<file path="src/rtl/rgb_value_digit_ctrl.sv">
// BCD digit controller for the RGB value display: one shared double-dabble engine
// converts R, G and B in turn, commits all nine digits at once, and generates glyph row addresses.
module rgb_value_digit_ctrl #(
    parameter int Y0          = 200,
    parameter bit SYNC_COMMIT = 1'b1
) (
    input  logic       clk,
    input  logic       clr_n,
    input  logic       upd,
    input  logic [7:0] val_r,
    input  logic [7:0] val_g,
    input  logic [7:0] val_b,
    input  logic       line_stb,
    input  logic       frame_stb,
    output logic       busy,
    output logic       done,
    output logic [3:0] dig_r_h,
    output logic [3:0] dig_r_d,
    output logic [3:0] dig_r_u,
    output logic [3:0] dig_g_h,
    output logic [3:0] dig_g_d,
    output logic [3:0] dig_g_u,
    output logic [3:0] dig_b_h,
    output logic [3:0] dig_b_d,
    output logic [3:0] dig_b_u,
    output logic [3:0] row_addr,
    output logic       row_valid
);

    typedef enum logic [1:0] {IDLE, CONV, WAIT, COMMIT} state_t;

    localparam logic [10:0] Y0_W   = 11'(Y0);
    localparam logic [10:0] Y0_END = 11'(Y0 + 16);
    localparam logic [3:0]  Y0_LO  = 4'(Y0);

    state_t      state, state_nxt;
    logic [1:0]  ch;
    logic [2:0]  iter;
    logic        pending;
    logic        start;
    logic [7:0]  lat_r, lat_g, lat_b;
    logic [19:0] sr, sr_step;
    logic [11:0] sh_r, sh_g, sh_b;
    logic [9:0]  line;
    logic        in_band;

    // One double-dabble iteration: +3 on every BCD nibble >= 5, then shift left.
    function automatic logic [19:0] dd_step(input logic [19:0] x);
        logic [19:0] y;
        y = x;
        for (int i = 0; i < 3; i++) begin
            if (y[8+4*i +: 4] >= 4'd5)
                y[8+4*i +: 4] = y[8+4*i +: 4] + 4'd3;
        end
        return {y[18:0], 1'b0};
    endfunction

    assign sr_step = dd_step(sr);
    assign start   = ((state == IDLE) && upd) || ((state == COMMIT) && (pending || upd));

    always_comb begin
        state_nxt = state;
        case (state)
            IDLE:   if (upd) state_nxt = CONV;
            CONV:   if ((iter == 3'd7) && (ch == 2'd2))
                        state_nxt = SYNC_COMMIT ? WAIT : COMMIT;
            WAIT:   if (frame_stb) state_nxt = COMMIT;
            COMMIT: state_nxt = (pending || upd) ? CONV : IDLE;
            default: state_nxt = IDLE;
        endcase
    end

    always_ff @(posedge clk or negedge clr_n) begin
        if (!clr_n) begin
            state   <= IDLE;
            ch      <= 2'd0;
            iter    <= 3'd0;
            pending <= 1'b0;
            busy    <= 1'b0;
            done    <= 1'b0;
            dig_r_h <= 4'd0; dig_r_d <= 4'd0; dig_r_u <= 4'd0;
            dig_g_h <= 4'd0; dig_g_d <= 4'd0; dig_g_u <= 4'd0;
            dig_b_h <= 4'd0; dig_b_d <= 4'd0; dig_b_u <= 4'd0;
        end else begin
            state <= state_nxt;
            busy  <= (state_nxt != IDLE);
            done  <= (state == COMMIT);
            if (start) begin
                ch   <= 2'd0;
                iter <= 3'd0;
            end else if (state == CONV) begin
                iter <= iter + 3'd1;
                if (iter == 3'd7) ch <= ch + 2'd1;
            end
            // A request during the restart cycle is consumed by that restart.
            if (start)
                pending <= 1'b0;
            else if (busy && upd)
                pending <= 1'b1;
            if (state == COMMIT) begin
                {dig_r_h, dig_r_d, dig_r_u} <= sh_r;
                {dig_g_h, dig_g_d, dig_g_u} <= sh_g;
                {dig_b_h, dig_b_d, dig_b_u} <= sh_b;
            end
        end
    end

    // Datapath registers need no reset: digits only load after a complete conversion.
    always_ff @(posedge clk) begin
        if (start) begin
            lat_r <= val_r;
            lat_g <= val_g;
            lat_b <= val_b;
            sr    <= {12'd0, val_r};
        end else if (state == CONV) begin
            if (iter == 3'd7) begin
                case (ch)
                    2'd0:    begin sh_r <= sr_step[19:8]; sr <= {12'd0, lat_g}; end
                    2'd1:    begin sh_g <= sr_step[19:8]; sr <= {12'd0, lat_b}; end
                    default: begin sh_b <= sr_step[19:8]; sr <= 20'd0; end
                endcase
            end else begin
                sr <= sr_step;
            end
        end
    end

    assign in_band = ({1'b0, line} >= Y0_W) && ({1'b0, line} < Y0_END);

    // Row generator: counter stage, then registered band decode.
    always_ff @(posedge clk or negedge clr_n) begin
        if (!clr_n) begin
            line      <= 10'd0;
            row_valid <= 1'b0;
            row_addr  <= 4'd0;
        end else begin
            if (frame_stb)
                line <= 10'd0;
            else if (line_stb && (line != 10'd1023))
                line <= line + 10'd1;
            row_valid <= in_band;
            row_addr  <= in_band ? (line[3:0] - Y0_LO) : 4'd0;
        end
    end

endmodule
</file>
<file path="config.mk">
export PLATFORM = sky130hd
export DESIGN_NAME = rgb_value_digit_ctrl
export DESIGN_NICKNAME = d
export VERILOG_FILES = /design/src/rtl/rgb_value_digit_ctrl.sv
export SDC_FILE = /design/constraint.sdc
export NUM_CORES = 1
export LEC_CHECK = 0
export CELL_PAD_IN_SITES_DETAIL_PLACEMENT = 0
export CELL_PAD_IN_SITES_GLOBAL_PLACEMENT = 1
export CORE_MARGIN = 8
export CORE_UTILIZATION = 40
export DETAILED_ROUTE_END_ITERATION = 7
export PLACE_DENSITY_LB_ADDON = 0.15
export SLEW_MARGIN = 20
export SYNTH_ARGS = -nofsm -noshare
export SYNTH_HDL_FRONTEND = slang
export SYNTH_SLANG_ARGS = --single-unit
</file>
<file path="constraint.sdc">
create_clock -name clk -period 2.3 [get_ports clk]
set_clock_uncertainty 0.05 [all_clocks]
set_input_delay 0.46 -clock clk [delete_from_list [all_inputs] [get_ports clk]]
set_output_delay 0.46 -clock clk [all_outputs]
set_load 0.005 [all_outputs]
</file>
==> metrics.txt, run 1 <==
Synth warnings 0; Avg WL per Cell 15.4 um; fin. max-slew vios 0; Initial Util 0.404; #FFs+latches synth 133; dominant cell by count in the synthesized netlist dfrtp_1; critical path data arrival time around 1.9 ns; H-tree Lvls 4; Avg Inst Size Synth between 10 and 15 um2; Post-CTS Setup Repair Bufs 0; Reg area 3570 um2; worst-path fanout max 12; initial antenna violation count 0; Clock Path Buffers 2; largest net degree at the start of global routing 62; global-route wire length before repair 16.3 mm; Die Ht roughly 130 um; Max transition margin 0.598; Synth top cells by count dfrtp_1 (61), edfxtp_1 (60), mux2_2 (36), nand2_1 (33), o21ai_0 (28); Site Rows 42; vias in the first global route 3155; post-layout instance area 6780 um2; io pins 72; CTS tree built; core area 13000 um2; Yosys top cell by area edfxtp_1; most frequently used flop master after synthesis dfrtp_1; antenna viol nets, final 0; power density cells 1260 nW/um2; clk slew on worst S/H paths 0.05 ns; top cell type's share of synthesized area 0.342; # DRC 0; Layout Nets 510; final setup vio count 0; RSZ-0062 raised after global routing false; final hold vios 0; DP HPWL 6.79 mm; Slew @ Worst Pin roughly 0.60 ns; area post-placement 6240 um2; DR pass1 iterations 4; antenna fix cells 0; residual overflow from global routing 0; status finished clean; IO buf count between 70 and 80; WP data required 2.34 ns; Leak Pwr 0.00273 uW; Die ar. 17100 um2; kind of critical path reg -> reg; via count 3204; Syn Std Cell Area between 5000 and 6000 um2; Period minus WS final 1.84 ns; cts hold-fix bufs 0; Mapped Nets 423; hold_ws roughly 0.012 ns; final wirelength 10.1 mm; Chip Width 131 um; FMAX approximately 540 MHz; 1st-iter DRT viols 242; multi-input combinational cell area between 1500 and 2000 um2; number of synthesized flops with an enable pin 60; Final period util 0.802; share of cells above drive strength 1 0.165; DR vias/cell 4.88; sequential area share after synthesis 0.678; GRT Overall Usage 0.126; Pwr Total 8550 uW; Peak VDD IR 0.510 mV; Fill cells between 1000 and 1500; cts repair resizes 0; CTS buffer count 17; Placer Congestion 0.744; clk sinks 133; synth unique cells 37; area grow syn2layout 28.8%; root buffer cell clkbuf_16; Setup crit end kind flip-flop; setup TNS 0 ns; clk_lat worst skew 0.40 ns; Mapped Cells 381; Synth area leaders edfxtp_1 (34%), dfrtp_1 (29%), mux2_2 (7.7%); crit path launch type flip-flop; share of async-settable or async-resettable flops after synthesis 0.459; Hold Path Class in -> async; Max Cap Viol 0
flip-flops by register name, indices dropped and copies added, names as in the netlist, 2 cells and up:
name and cells:
sr 20, sh_b 12, sh_g 12, sh_r 12
line 10, lat_b 8, lat_g 8, dig_b_d 4
dig_b_h 4, dig_b_u 4, dig_g_d 4, dig_g_h 4
dig_g_u 4, dig_r_d 4, dig_r_h 4, dig_r_u 4
row_addr 4, iter 3, ch 2, state 2
placed cells by master, fill, tap and decap left out, drive strengths merged, types with 2 or more instances in the layout:
cell type and n:
mux2 36, clkdlybuf4s50 70, a22o 10, ha 13
nand4 3, xnor2 7, buf 13, and3 3
edfxtp 60, nor2 19, nand2 33, o21ai 28
or3 2, o31ai 2, a21oi 9, clkbuf 21
nand3 7, dfrtp 61, nor2b 3, a211oi 2
a22oi 10, nand2b 9, o21a 2, inv 14
mux2i 6, dfxtp 12, clkinv 7, nor3 5
clkinvlp 2, and4 2
worst max-delay path: stages, from the launching register on:
cell     delay [ns]
dfrtp_1        0.37
ha_1           0.16
ha_1           0.38
nand2_1        0.19
nor3_2         0.13
buf_4          0.26
final cells by class:
cell class                      instances  area share
Sequential cell                       133       0.527
Multi-Input combinational cell        219       0.233
Timing Repair Buffer                   83       0.121
Clock buffer                           21      0.0665
Tap cell                              176      0.0325
Clock inverter                         10      0.0126
Inverter                               14     0.00775
power by group:
group | internal [uW] | total (uW) | leakage (uW) | switching (uW)
clock network | 1500 | 2430 | 0.000258 | 936
registers | 3360 | 3700 | 0.00145 | 343
logic | 1290 | 2420 | 0.00102 | 1130
total | 6140 | 8550 | 0.00273 | 2410
path summary, 6_finish.rpt:
check	from	slack (ns)	to	cells after the start
min	clr_n	0.01	line[5]$_DFFE_PN0P_	2
max	iter[0]$_DFFE_PN0P_	0.46	sh_b[8]$_DFFE_PP_	5
min in group clk	sh_b[10]$_DFFE_PP_	0.42	dig_b_h[2]$_DFFE_PN0P_	1
max in group asynchronous	clr_n	1.91	dig_g_d[1]$_DFFE_PN0P_	2
max reg2reg	iter[0]$_DFFE_PN0P_	0.46	sh_b[8]$_DFFE_PP_	5
min reg2reg	sh_b[10]$_DFFE_PP_	0.42	dig_b_h[2]$_DFFE_PN0P_	1
cells by family after synthesis:
group | Yosys count | synth area share
and+or+nand+nor | 89 | 0.0825
buffers and inverters | 29 | 0.0228
DFF | 133 | 0.678
muxes | 42 | 0.0884
xor gates and xnor gates | 8 | 0.0133
AOI/OAI and AO/OA | 67 | 0.0839
adders and majority gates | 13 | 0.0309
layer usage:
| layer | vias up | GRT usage | wire length [um] |
|---|---|---|---|
| li1 | 1548 | - | - |
| met1 | 1575 | 0.163 | 4770 |
| met2 | 69 | 0.191 | 4560 |
| met3 | 12 | 0.0398 | 602 |
| met4 | 0 | 0.0567 | 147 |
| met5 | - | 0 | 0 |
stage by stage:
step | util | worst slack (ns) | cells
4_1_cts | 0.520 | 0.444 | 656
3_3_place_gp | 0.479 | 0.274 | 625
6_report | 0.520 | 0.455 | 656
5_1_grt | 0.520 | 0.347 | 656
3_5_place_dp | 0.479 | 0.246 | 625
2_1_floorplan | - | 0.284 | 381
(Power assumes the default switching activity.)
==> run 2: changes to the inputs <==
clock period = 1.55 ns   (was 2.3 ns; I/O delays follow)
==> run 2 against run 1 <==
  * Worst setup slack got worse by 0.44 ns
  * Flip-flop and latch count did not move
  * Die area is the same
  * Global-route usage is 0.43 points higher
  * Critical path depth unchanged
  * Hold slack better by 0.38 ns
  * Largest power group unchanged
  * Non-clock buffer count up 54
==> metrics.txt, run 2 (synthesis gave the netlist of run 1 again) <==
antenna fix cells 0; power density cells 1880 nW/um2; Hold Path Class in -> async; antenna viol nets, final 0; DR pass1 iterations 4; max reg flops 20; Die Ht 131 um; Place WS -0.329 ns; GRT Overall Usage 0.131; WP buf/inv 1; RSZ-0062 raised after global routing true; fin. max-slew vios 0; final setup vio count 0; PnR worst setup slack around 0.020 ns; Register-to-Register Path Depth 5; H-tree Lvls 4; status finished clean; commonest non-fill, non-tap cell in the layout edfxtp_1; Clock Path Buffers 2; 1st-iter DRT viols 139; root buffer cell clkbuf_16; kind of critical path reg -> reg; DR vias/cell a little under 5; clk_lat worst skew around 0.4 ns; final hold vios 0; clk slew on worst S/H paths 0.05 ns; CP max stage delay 0.40 ns; reg-to-reg startpoint iter[1]$_DFFE_PN0P_; Die ar. 17100 um2; residual overflow from global routing 0; vias in the first global route 3550; core area 13000 um2; FMAX ~650 MHz; critical-path cell list ha_2 -> ha_4 -> buf_4 -> o21ai_0 -> o21ai_1; Max transition margin 0.728; Initial Util 0.404; Crit-path slowest cell dfrtp_1; WP data required 1.66 ns; Slew @ Worst Pin approximately 0.41 ns; DP HPWL around 7 mm; Setup crit end kind flip-flop; Max Cap Viol 0; reg-to-reg endpoint sr[6]$_DFFE_PP_; Chip Width 131 um; clk sinks 133; io pins 72; Leak Pwr 0.00325 uW; Reg2Reg Setup Slack 0.02 ns; Placer Congestion 0.749; Period minus WS final about 1.5 ns; most frequent cells in the layout edfxtp_1 (60), dfrtp_1 (59), buf_4 (54), dlygate4sd2_1 (43), mux2_2 (36); Layout Nets 564; initial antenna violation count 0; Avg WL per Cell 14.8 um; IO buf count 71; worst-path fanout max 9; crit path launch type flip-flop; largest net degree at the start of global routing 62; Peak VDD IR 0.737 mV; Final period util 0.987; Pwr Total approximately 14000 uW; CTS buffer count 17; CTS tree built; critical path data arrival time 1.64 ns; via count 3413; Biggest register sr; share of cells above drive strength 1 0.329; global-route wire length before repair 16.9 mm; CP top delay family adder cells; final wirelength 10.5 mm; # DRC 0; area grow syn2layout 43.1%; Site Rows 42
## run 2: cell count changes in the layout (fill, tap and decap cells not counted), sizes merged
| cell | previous run | this run |
|---|---|---|
| clkbuf | 21 | 24 |
| clkdlybuf4s50 | 70 | 27 |
| dlygate4sd3 | 0 | 1 |
| bufinv | 1 | 2 |
| inv | 14 | 17 |
| buf | 13 | 64 |
| clkinv | 7 | 3 |
| dlygate4sd2 | 0 | 43 |
## run 2: how the worst max path moves through the flow
stage          slack, ns  depth (start not counted)                  end                 from
5_1_grt            -0.04                          7      sr[6]$_DFFE_PP_    ch[1]$_DFFE_PN0P_
6_report            0.02                          5      sr[6]$_DFFE_PP_  iter[1]$_DFFE_PN0P_
2_1_floorplan      -0.12                          5    sh_b[0]$_DFFE_PP_  iter[0]$_DFFE_PN0P_
3_3_place_gp       -0.30                          6      sr[7]$_DFFE_PP_                  upd
4_1_cts          0.00009                          5  line[0]$_DFFE_PN0P_  line[8]$_DFFE_PN0P_
3_5_place_dp       -0.33                          6      sr[6]$_DFFE_PP_                  upd
## run 2: what timing repair did
item / 4_1_cts / 5_1_grt
cloned: 0 / 2
resized for setup: 52 / 44
setup endpoints to repair: 76 / 86
buffers inserted: 1 / 5
endpoints found under the hold margin: 61 / 0
hold buffers: 1 / 0
pin swaps: 3 / 10
## run 2: layout make-up
class | count | area [um2]
flip-flops and latches | 133 | 3580
multi-input cells | 219 | 1790
well taps | 176 | 220
inverters | 14 | 52.6
fillers | 1126 | 5500
repair buffers | 137 | 1290
clock buffers | 22 | 485
clock inverters | 10 | 118
## run 2: power by group
part	internal, uW	total [uW]	switching (uW)
clock network	2560	4020	1460
registers	4990	5500	513
logic	2610	4610	2000
total	10200	14100	3980
## run 2: routing by layer
layer / track usage / part of all wire / vias to the layer above
met2: 0.209 / 0.50 / 68
met5: 0 / 0 / -
met3: 0.0377 / 0.056 / 16
li1: - / - / 1666
met1: 0.157 / 0.43 / 1663
met4: 0.0689 / 0.016 / 0
## run 2: stage by stage
step / cell area [um2] / utilization / hold WS (ns) / cells / setup TNS [ns]
after floorplan: 5320 / - / -0.0356 / 381 / -3.54
after global placement: 6690 / 0.513 / 0.294 / 670 / -11.13
after detailed placement: 6690 / 0.513 / 0.299 / 670 / -11.76
after CTS: 7290 / 0.559 / 0.385 / 704 / 0
after global routing: 7530 / 0.578 / 0.386 / 711 / -0.157
final: 7530 / 0.578 / 0.389 / 711 / 0
## run 2: worst reg2reg max path: cells and delay by family (launching register included)
kind                       cells  cell delay, ns
DFF                            1            0.40
adders and majority gates      2            0.41
buffers and inverters          1            0.16
AOI/OAI and AO/OA              2            0.26
